**src/rtl/sap_pkg.sv**
```systemverilog
// rtl/sap_pkg.sv - shared types and constants for the SAP datapath and decoder
// Purpose: control-word layout shared with the microcode decoder, opcode
//          encodings and default widths.
// Ports:   none (package).
package sap_pkg;

  localparam int DEF_DATA_W = 8;
  localparam int DEF_ADDR_W = 4;

  // Bit order matches the decoder's 15-bit control word, hlt is the MSB.
  typedef struct packed {
    logic hlt;
    logic mi;
    logic ri;
    logic ro;
    logic io;
    logic ii;
    logic ai;
    logic ao;
    logic sumo;
    logic sub;
    logic bi;
    logic oi;
    logic ce;
    logic co;
    logic j;
  } ctrl_word_t;

  localparam logic [3:0] OP_NOP = 4'h0;
  localparam logic [3:0] OP_LDA = 4'h1;
  localparam logic [3:0] OP_ADD = 4'h2;
  localparam logic [3:0] OP_SUB = 4'h3;
  localparam logic [3:0] OP_STA = 4'h4;
  localparam logic [3:0] OP_LDI = 4'h5;
  localparam logic [3:0] OP_JMP = 4'h6;
  localparam logic [3:0] OP_JC  = 4'h7;
  localparam logic [3:0] OP_JZ  = 4'h8;
  localparam logic [3:0] OP_OUT = 4'he;
  localparam logic [3:0] OP_HLT = 4'hf;

endpackage

```
**src/rtl/sap_ram.sv**
```systemverilog
// rtl/sap_ram.sv - 2**ADDR_W x DATA_W RAM with run/program write ports
// Purpose: program/data store. prog_mode selects which write port owns the
//          single write path; read is asynchronous.
// Ports:   clk; prog_mode; run_we/run_addr/run_data (datapath ri);
//          prog_we/prog_addr/prog_data (loader); rd_addr -> rd_data.
module sap_ram #(
  parameter int DATA_W = 8,
  parameter int ADDR_W = 4
) (
  input  logic              clk,
  input  logic              prog_mode,
  input  logic              run_we,
  input  logic [ADDR_W-1:0] run_addr,
  input  logic [DATA_W-1:0] run_data,
  input  logic              prog_we,
  input  logic [ADDR_W-1:0] prog_addr,
  input  logic [DATA_W-1:0] prog_data,
  input  logic [ADDR_W-1:0] rd_addr,
  output logic [DATA_W-1:0] rd_data
);

  logic [DATA_W-1:0] mem [2**ADDR_W];

  logic              we_sel;
  logic [ADDR_W-1:0] addr_sel;
  logic [DATA_W-1:0] data_sel;

  always_comb begin
    we_sel   = run_we;
    addr_sel = run_addr;
    data_sel = run_data;
    if (prog_mode) begin
      we_sel   = prog_we;
      addr_sel = prog_addr;
      data_sel = prog_data;
    end
  end

  // No reset: contents must survive rst.
  always_ff @(posedge clk) begin
    if (we_sel) mem[addr_sel] <= data_sel;
  end

  assign rd_data = mem[rd_addr];

endmodule

```
**src/rtl/sap_datapath.sv**
```systemverilog
// rtl/sap_datapath.sv - SAP shared bus, registers, ALU, flags and RAM
// Purpose: executes one 15-bit control word per posedge.
// Ports:   clk, rst (async, active-low); control lines hlt..j;
//          prog_mode/prog_we/prog_addr/prog_data RAM loader;
//          insn, cf, zf to decoder; out_val/out_valid display;
//          bus, pc debug; bus_conflict sticky multi-driver flag.
module sap_datapath
  import sap_pkg::*;
#(
  parameter int DATA_W = DEF_DATA_W,
  parameter int ADDR_W = DEF_ADDR_W
) (
  input  logic              clk,
  input  logic              rst,
  input  logic              hlt, mi, ri, ro,
  input  logic              io, ii, ai, ao,
  input  logic              sumo, sub, bi,
  input  logic              oi, ce, co, j,
  input  logic              prog_mode,
  input  logic              prog_we,
  input  logic [ADDR_W-1:0] prog_addr,
  input  logic [DATA_W-1:0] prog_data,
  output logic [DATA_W-1:0] insn,
  output logic              cf,
  output logic              zf,
  output logic [DATA_W-1:0] out_val,
  output logic              out_valid,
  output logic [DATA_W-1:0] bus,
  output logic [ADDR_W-1:0] pc,
  output logic              bus_conflict
);

  ctrl_word_t cw;
  assign cw = {hlt, mi, ri, ro, io, ii, ai, ao, sumo, sub, bi, oi, ce, co, j};

  logic [ADDR_W-1:0] pc_q, pc_d, mar_q, mar_d;
  logic [DATA_W-1:0] ir_q, ir_d, a_q, a_d, b_q, b_d, out_q, out_d;
  logic              cf_q, cf_d, zf_q, zf_d, out_valid_q, out_valid_d;
  logic              bus_conflict_q, bus_conflict_d;

  logic [DATA_W-1:0] ram_rd;
  logic [DATA_W-1:0] b_op;
  logic [DATA_W:0]   sum_full;
  logic [2:0]        n_drv;
  logic              run;

  // Registers only move in run mode and when not halted.
  assign run = !prog_mode && !cw.hlt;

  // Subtract is A + ~B + 1; the ninth bit is the carry flag.
  assign b_op     = cw.sub ? ~b_q : b_q;
  assign sum_full = {1'b0, a_q} + {1'b0, b_op} + {{DATA_W{1'b0}}, cw.sub};

  assign n_drv = {2'b0, cw.ro} + {2'b0, cw.io} + {2'b0, cw.ao}
               + {2'b0, cw.sumo} + {2'b0, cw.co};

  always_comb begin
    bus = '0;
    if (cw.ro)        bus = ram_rd;
    else if (cw.io)   bus = {{(DATA_W-4){1'b0}}, ir_q[3:0]};
    else if (cw.ao)   bus = a_q;
    else if (cw.sumo) bus = sum_full[DATA_W-1:0];
    else if (cw.co)   bus = {{(DATA_W-ADDR_W){1'b0}}, pc_q};
  end

  sap_ram #(.DATA_W(DATA_W), .ADDR_W(ADDR_W)) u_ram (
    .clk      (clk),
    .prog_mode(prog_mode),
    .run_we   (run && cw.ri),
    .run_addr (mar_q),
    .run_data (bus),
    .prog_we  (prog_we),
    .prog_addr(prog_addr),
    .prog_data(prog_data),
    .rd_addr  (mar_q),
    .rd_data  (ram_rd)
  );

  always_comb begin
    pc_d           = pc_q;
    mar_d          = mar_q;
    ir_d           = ir_q;
    a_d            = a_q;
    b_d            = b_q;
    out_d          = out_q;
    cf_d           = cf_q;
    zf_d           = zf_q;
    out_valid_d    = 1'b0;
    // Control lines are ignored while loading, so no conflict can arise then.
    bus_conflict_d = bus_conflict_q | (!prog_mode && (n_drv > 3'd1));
    if (run) begin
      if (cw.mi) mar_d = bus[ADDR_W-1:0];
      if (cw.ii) ir_d  = bus;
      if (cw.ai) a_d   = bus;
      if (cw.bi) b_d   = bus;
      if (cw.oi) begin
        out_d       = bus;
        out_valid_d = 1'b1;
      end
      if (cw.sumo) begin
        cf_d = sum_full[DATA_W];
        zf_d = (sum_full[DATA_W-1:0] == '0);
      end
      if (cw.j)       pc_d = bus[ADDR_W-1:0];
      else if (cw.ce) pc_d = pc_q + {{(ADDR_W-1){1'b0}}, 1'b1};
    end
  end

  always_ff @(posedge clk or negedge rst) begin
    if (!rst) begin
      pc_q           <= '0;
      mar_q          <= '0;
      ir_q           <= '0;
      a_q            <= '0;
      b_q            <= '0;
      out_q          <= '0;
      cf_q           <= 1'b0;
      zf_q           <= 1'b0;
      out_valid_q    <= 1'b0;
      bus_conflict_q <= 1'b0;
    end else begin
      pc_q           <= pc_d;
      mar_q          <= mar_d;
      ir_q           <= ir_d;
      a_q            <= a_d;
      b_q            <= b_d;
      out_q          <= out_d;
      cf_q           <= cf_d;
      zf_q           <= zf_d;
      out_valid_q    <= out_valid_d;
      bus_conflict_q <= bus_conflict_d;
    end
  end

  assign insn         = ir_q;
  assign cf           = cf_q;
  assign zf           = zf_q;
  assign out_val      = out_q;
  assign out_valid    = out_valid_q;
  assign pc           = pc_q;
  assign bus_conflict = bus_conflict_q;

endmodule

```
**config.mk**
```make
export PLATFORM = sky130hd
export DESIGN_NAME = sap_datapath
export DESIGN_NICKNAME = d
export VERILOG_FILES = /design/src/rtl/sap_pkg.sv /design/src/rtl/sap_ram.sv /design/src/rtl/sap_datapath.sv
export SDC_FILE = /design/constraint.sdc
export NUM_CORES = 1
export LEC_CHECK = 0
export CAP_MARGIN = 20
export CORE_ASPECT_RATIO = 1.25
export CORE_MARGIN = 8
export CORE_UTILIZATION = 56
export DETAILED_ROUTE_END_ITERATION = 8
export GPL_TIMING_DRIVEN = 1
export HOLD_SLACK_MARGIN = 0.03
export PLACE_DENSITY = 0.77
export SLEW_MARGIN = 10
export SYNTH_ARGS = -nofsm -noshare
export SYNTH_HDL_FRONTEND = slang
export SYNTH_SLANG_ARGS = --single-unit
```
**constraint.sdc**
```tcl
create_clock -name clk -period 6.04 [get_ports clk]
set_clock_uncertainty 0.2 [all_clocks]
set_input_delay 0.906 -clock clk [delete_from_list [all_inputs] [get_ports clk]]
set_output_delay 0.906 -clock clk [all_outputs]
set_load 0.05 [all_outputs]
```
* Word-level counts from Yosys, hierarchy flattened *
Memories as Yosys holds them, arrays and structs flattened.
Index checks and enable logic that the tools add are counted.

word-level totals
  memories = 1
  memory bits (writable) = 128
  output and inout port bits = 32
  flip-flop bits (word level) = 44
  logic and storage cells = 50

memories
  memory     depth  width  read ports  clocked after Yosys merged registers in  wr ports  line           source
  u_ram.mem  16     8      1           0                                        1         sap_ram.sv:22  logic [DATA_W-1:0] mem [2**ADDR_W];

cells by class
  add/subtract/negate cells = 7
  mux-type cells = 15
  bitwise gates (word level) = 2
  reduce and logical (&&, ||, !) cells = 14
  magnitude comparators = 1

operator list
  cell                                                            number
  2-to-1 mux 8 bit                                                6
  2-to-1 mux 4 bit                                                4
  AND reduction 2 bit                                             7
  adder 8 x 8 -> 9 bit                                            1
  adder 9 x 1 -> 9 bit                                            1
  zero test 8 bit                                                 1
  NOT 8 bit                                                       1
  adder 3 x 1 -> 3 bit                                            2
  2-to-1 mux 1 bit                                                5
  adder 4 x 1 -> 4 bit (second input constant)                    1
  adder 2 x 1 -> 3 bit                                            1
  greater-than comparator 3 x 1 -> 1 bit (second input constant)  1
  logical AND 1 bit                                               3
  adder 1 x 1 -> 2 bit                                            1
  zero test 1 bit                                                 2
  nonzero test 2 bit                                              1
  OR 1 bit                                                        1

* Longest topological paths before layout *
  word-level depth = 9
  gate-level depth with buffers = 9
  depth with buffers taken out = 8

* Hierarchy *
A second synthesis with hierarchy kept.

second synthesis, totals
  cell total of the unflattened synthesis = 536
  area total of the unflattened synthesis = 7758.7 µm²

modules (own cells, without submodules)
  module        seq. area each (µm²)  cells an instance  area an instance (µm²)  times used
  sap_ram       3843.7                245                5172.5                  1
  sap_datapath  1101.1                291                2586.2                  1

* Worst setup path after synthesis *
No wires, ideal clock.

  path kind = input to output
  start point = input sub
  end point = output bus[6]
  required time = 4.934 ns
  arrival time = 2.956 ns
  setup slack = 1.978 ns
  stages on the path = 9
  cell sequence = buf_2 -> xor2_1 -> inv_1 -> fa_1 -> and3b_1 -> o221ai_1 -> mux2i_1 -> a41oi_2 -> inv_1

on the way
  longest elaborated chain between the ends = 7

ends and longest elaborated chain
  item                    line                source
  start, declared         sap_datapath.sv:17  input logic sumo, sub, bi,
  2-to-1 mux 8 bit        sap_datapath.sv:51  assign b_op = cw.sub ? ~b_q : b_q;
  adder 8 x 8 -> 9 bit    sap_datapath.sv:52  assign sum_full = {1'b0, a_q} + {1'b0, b_op} + {{DATA_W{1'b0}}, cw.sub};
  adder 9 x 1 -> 9 bit *  sap_datapath.sv:52
  2-to-1 mux 8 bit *      sap_datapath.sv:62  else if (cw.sumo) bus = sum_full[DATA_W-1:0];
  2-to-1 mux 8 bit *      sap_datapath.sv:61  else if (cw.ao) bus = a_q;
  2-to-1 mux 8 bit *      sap_datapath.sv:60  else if (cw.io) bus = {{(DATA_W-4){1'b0}}, ir_q[3:0]};
  2-to-1 mux 8 bit *      sap_datapath.sv:59  if (cw.ro) bus = ram_rd;
  end, declared           sap_datapath.sv:28  output logic [DATA_W-1:0] bus,

Every way passes the cells marked *; elsewhere a longest branch is shown, timed or not.

* Final worst setup path *
  start point = input sub
  end point = output bus[5]

The elaborated chain is that of the path after synthesis.

==> results.py <==
metrics = {
    "setup_path": {
        "critPathSlowestCell": "clkdlybuf4s50_1",
        "regToRegStartpoint": "mar_q[0]",
        "cp-start-kind": "input pin",
        "path_buf_inv": 2,
        "cp_top_family": "buffers and inverters",
        "cp_max_fo": 8,
        "crit_chain": "clkdlybuf4s50_1, xor2_1, ha_1, a21o_1, a2111oi_0, o21ai_0, a21o_1, nand2_1, clkdlybuf4s50_1",
        "slowest_delay_ps": 810,
        "crit_arrival_ps": 4510,
        "worstPathRequired_ps": 4930,
        "path_class": "input pin to output pin",
        "startpoint": "sub",
        "setup.worst_path.end_class": "output pin",
    },
    "sta": {
        "finalMaxSlewViolations": 0,
        "period_needed_ps": 5610,
        "fin_setup_tns_ps": 0,
        "fin_crit_sh_pct": 92.9,
        "slew_headroom_pct": 27.8,
        "final-hold-violation-count": 0,
        "finalSetupViolCount": 0,
        "worst_slew_pin_slew_ps": 1080,
        "clock.fmax_mhz": 178,
        "rsz0062_at_grt": "false",
    },
    "run": {
        "drv_cap": 0,
    },
    "clock_tree": {
        "insertion_delay_ps": 430,
        "cts_tree": "yes",
        "cts_htree_levels": 4,
        "clock-root-buffer": "clkbuf_16",
        "ctsHoldBuffers": 0,
        "clk_pin_slew_ps": 70,
        "clockBufferDepth": 2,
        "cts_resized": 0,
        "clock-sinks": 172,
        "cts_post_setup_buffers_inserted": 0,
        "cts_buffers": 17,
    },
    "synthesis": {
        "post_synth.cell_area_avg_sq_um": 13.7,
        "synth-edff-count": 128,
        "yosysSeqAreaShare_pct": 63.3,
        "netlist_instances": 568,
        "async_flop_share_pct": 25.6,
        "syn_nets": 612,
        "synth_ff_type": "edfxtp_1",
        "ys_types": 62,
        "ys_ff_latch": 172,
        "synth_area_sq_mm": 0.00781,
        "yosysWarnings": 0,
    },
    "global_routing": {
        "antenna_found_initial": 0,
        "grt_overflow": 0,
        "grt_start_max_net_pins": 45,
        "grt_usage_pct": 22.0,
        "grt_pass1_wl_mm": 29.8,
        "grt_pass1_vias": 5317,
    },
    "cells_and_area": {
        "antenna_cells": 0,
        "area_delta_synth_final_pct": 18.8,
        "fin_util_pct": 67.7,
        "multi_input_area_sq_mm": 0.00268,
        "seqCellArea_sq_mm": 0.00495,
        "finalNetCount": 682,
        "layout-drive-gt1-share_pct": 12.4,
        "layout.cells.non_filler": 826,
        "fillCellCount": 940,
    },
    "floorplan": {
        "start_util_pct": 57.0,
        "die_area_sq_mm": 0.0180,
        "die_height_um": 148,
        "die_x_um": 122,
        "core_region_area_sq_mm": 0.0137,
        "top_level_ports": 63,
        "fp-row-count": 48,
    },
    "power": {
        "pwr_density_cell_mw_per_mm2": 448,
        "vdd_drop_max_mv": 0.236,
        "leakage_uw": 0.00336,
    },
    "detailed_routing": {
        "wl_per_cell_um": 23.5,
        "drt_wl_total_mm": 19.4,
        "ant_nets": 0,
        "vias": 5146,
        "dr.pass1.iters": 5,
        "vias_per_cell": 6.23,
        "drt-initial-drc-count": 523,
        "drc_errors": 0,
    },
    "placement": {
        "dp_hpwl_mm": 13.1,
        "gp_congestion": 0.896,
        "dp_cells": 791,
        "port_buffers": 62,
    },
    "min_path": {
        "min-delay-path-class": "input pin to async pin",
    },
    "outcome": {
        "status": "finished clean",
    },
}
-- final timing paths --
check / cells past startpoint / endpoint / slack [ps]
max: 9 / bus[5] / 430
min: 1 / pc[2] / 140
max reg2reg: 7 / u_ram.mem[9][6] / 2740
min reg2reg: 2 / out_val[0] / 280
max in group asynchronous: 2 / insn[6] / 5010
min in group clk: 2 / out_val[0] / 280
-- cell usage after synthesis, types with 2 or more instances --
cell	instances	area [sq um]
and3_1	3	18.8
xnor2_1	2	17.5
and3b_1	3	26.3
a21boi_0	3	22.5
o22ai_1	2	12.5
nand3_1	9	45.0
o31ai_1	2	15.0
nand2b_1	8	50.1
clkbuf_1	8	30.0
xor2_1	8	70.1
o221ai_1	3	26.3
a21oi_1	25	125
dfrtp_1	44	1100
a211oi_1	3	22.5
a21o_1	3	22.5
nor2b_1	7	43.8
inv_1	15	56.3
nor2_1	54	203
buf_1	5	18.8
buf_2	9	45.0
and2_1	9	56.3
fa_1	2	40.0
mux2i_1	27	270
edfxtp_1	128	3840
ha_1	11	138
a22oi_1	5	37.5
a221oi_1	2	17.5
mux4_2	25	563
buf_6	2	22.5
nor3b_1	2	15.0
or3_1	2	12.5
nand3b_1	4	30.0
and4_1	2	17.5
a31oi_1	23	144
nand2_1	51	191
o21a_1	3	22.5
nor3_1	2	10.0
o21ai_0	28	140
-- per-stage QoR --
step           area (sq um)  setup WS, ps  power [uW]  hold slack (ps)
2_1_floorplan          7810          1980        2560              269
3_3_place_gp           8590           587        2960              263
3_5_place_dp           8590           500        2990              271
4_1_cts                9230           494        4150              291
5_1_grt                9270           305        4320              145
6_report               9270           426        4150              141
-- power by group --
group	leakage [uW]	internal, uW	switching [uW]
Sequential	0.00167	1440	151
Clock	0.000303	668	492
Combinational	0.00138	550	855
-- final cells by class --
class,count,share of cell area (%)
Clock buffer,17,4.59
Sequential cell,172,53.3
Timing Repair Buffer,76,7.91
Multi-Input combinational cell,355,28.9
Tap cell,175,2.36
Inverter,16,0.648
Clock inverter,15,2.23
-- metal layers --
metal / track usage (%) / vias to the layer above / routed length (um)
met5: 0 / - / 0
met4: 8.97 / 0 / 491
met3: 5.73 / 41 / 1370
met2: 37.1 / 234 / 10000
met1: 26.1 / 2559 / 7550
li1: - / 2312 / -
-- state kept, by name, indices dropped and copies added (netlist names) --
name,count
out_valid,1
bus_conflict,1
mar_q,4
zf,1
a_q,8
insn,8
u_ram.mem,128
b_q,8
out_val,8
cf,1
pc,4
-- kinds of logic after synthesis --
| group | count (synthesis) | share of synthesized area [%] |
|---|---|---|
| flip-flops | 172 | 63.3 |
| AND/OR/NAND/NOR | 159 | 9.54 |
| XOR/XNOR | 10 | 1.12 |
| adder cells (fa/ha/maj) | 13 | 2.28 |
| buffers and inverters | 41 | 2.45 |
| AO/OA/AOI/OAI | 120 | 10.5 |
| multiplexers | 53 | 10.8 |
-- worst register-to-register path: stages, from the launching register on --
cell	delay, ps
dfrtp_2	820
buf_4	390
mux4_2	550
mux2i_1	150
o221ai_1	190
a41oi_2	360
a21oi_1	150
buf_4	230
-- layout by cell type (no fill, tap or decap), types with 11 or more instances in the layout --
master,count
edfxtp_1,128
clkdlybuf4s50_1,61
nor2_1,54
nand2_1,51
dfrtp_1,43
o21ai_0,28
mux2i_1,27
mux4_2,25
a21oi_1,25
a31oi_1,21
clkbuf_16,17
inv_1,15
buf_4,13
ha_1,11
Power figures use the tool's default switching activity.
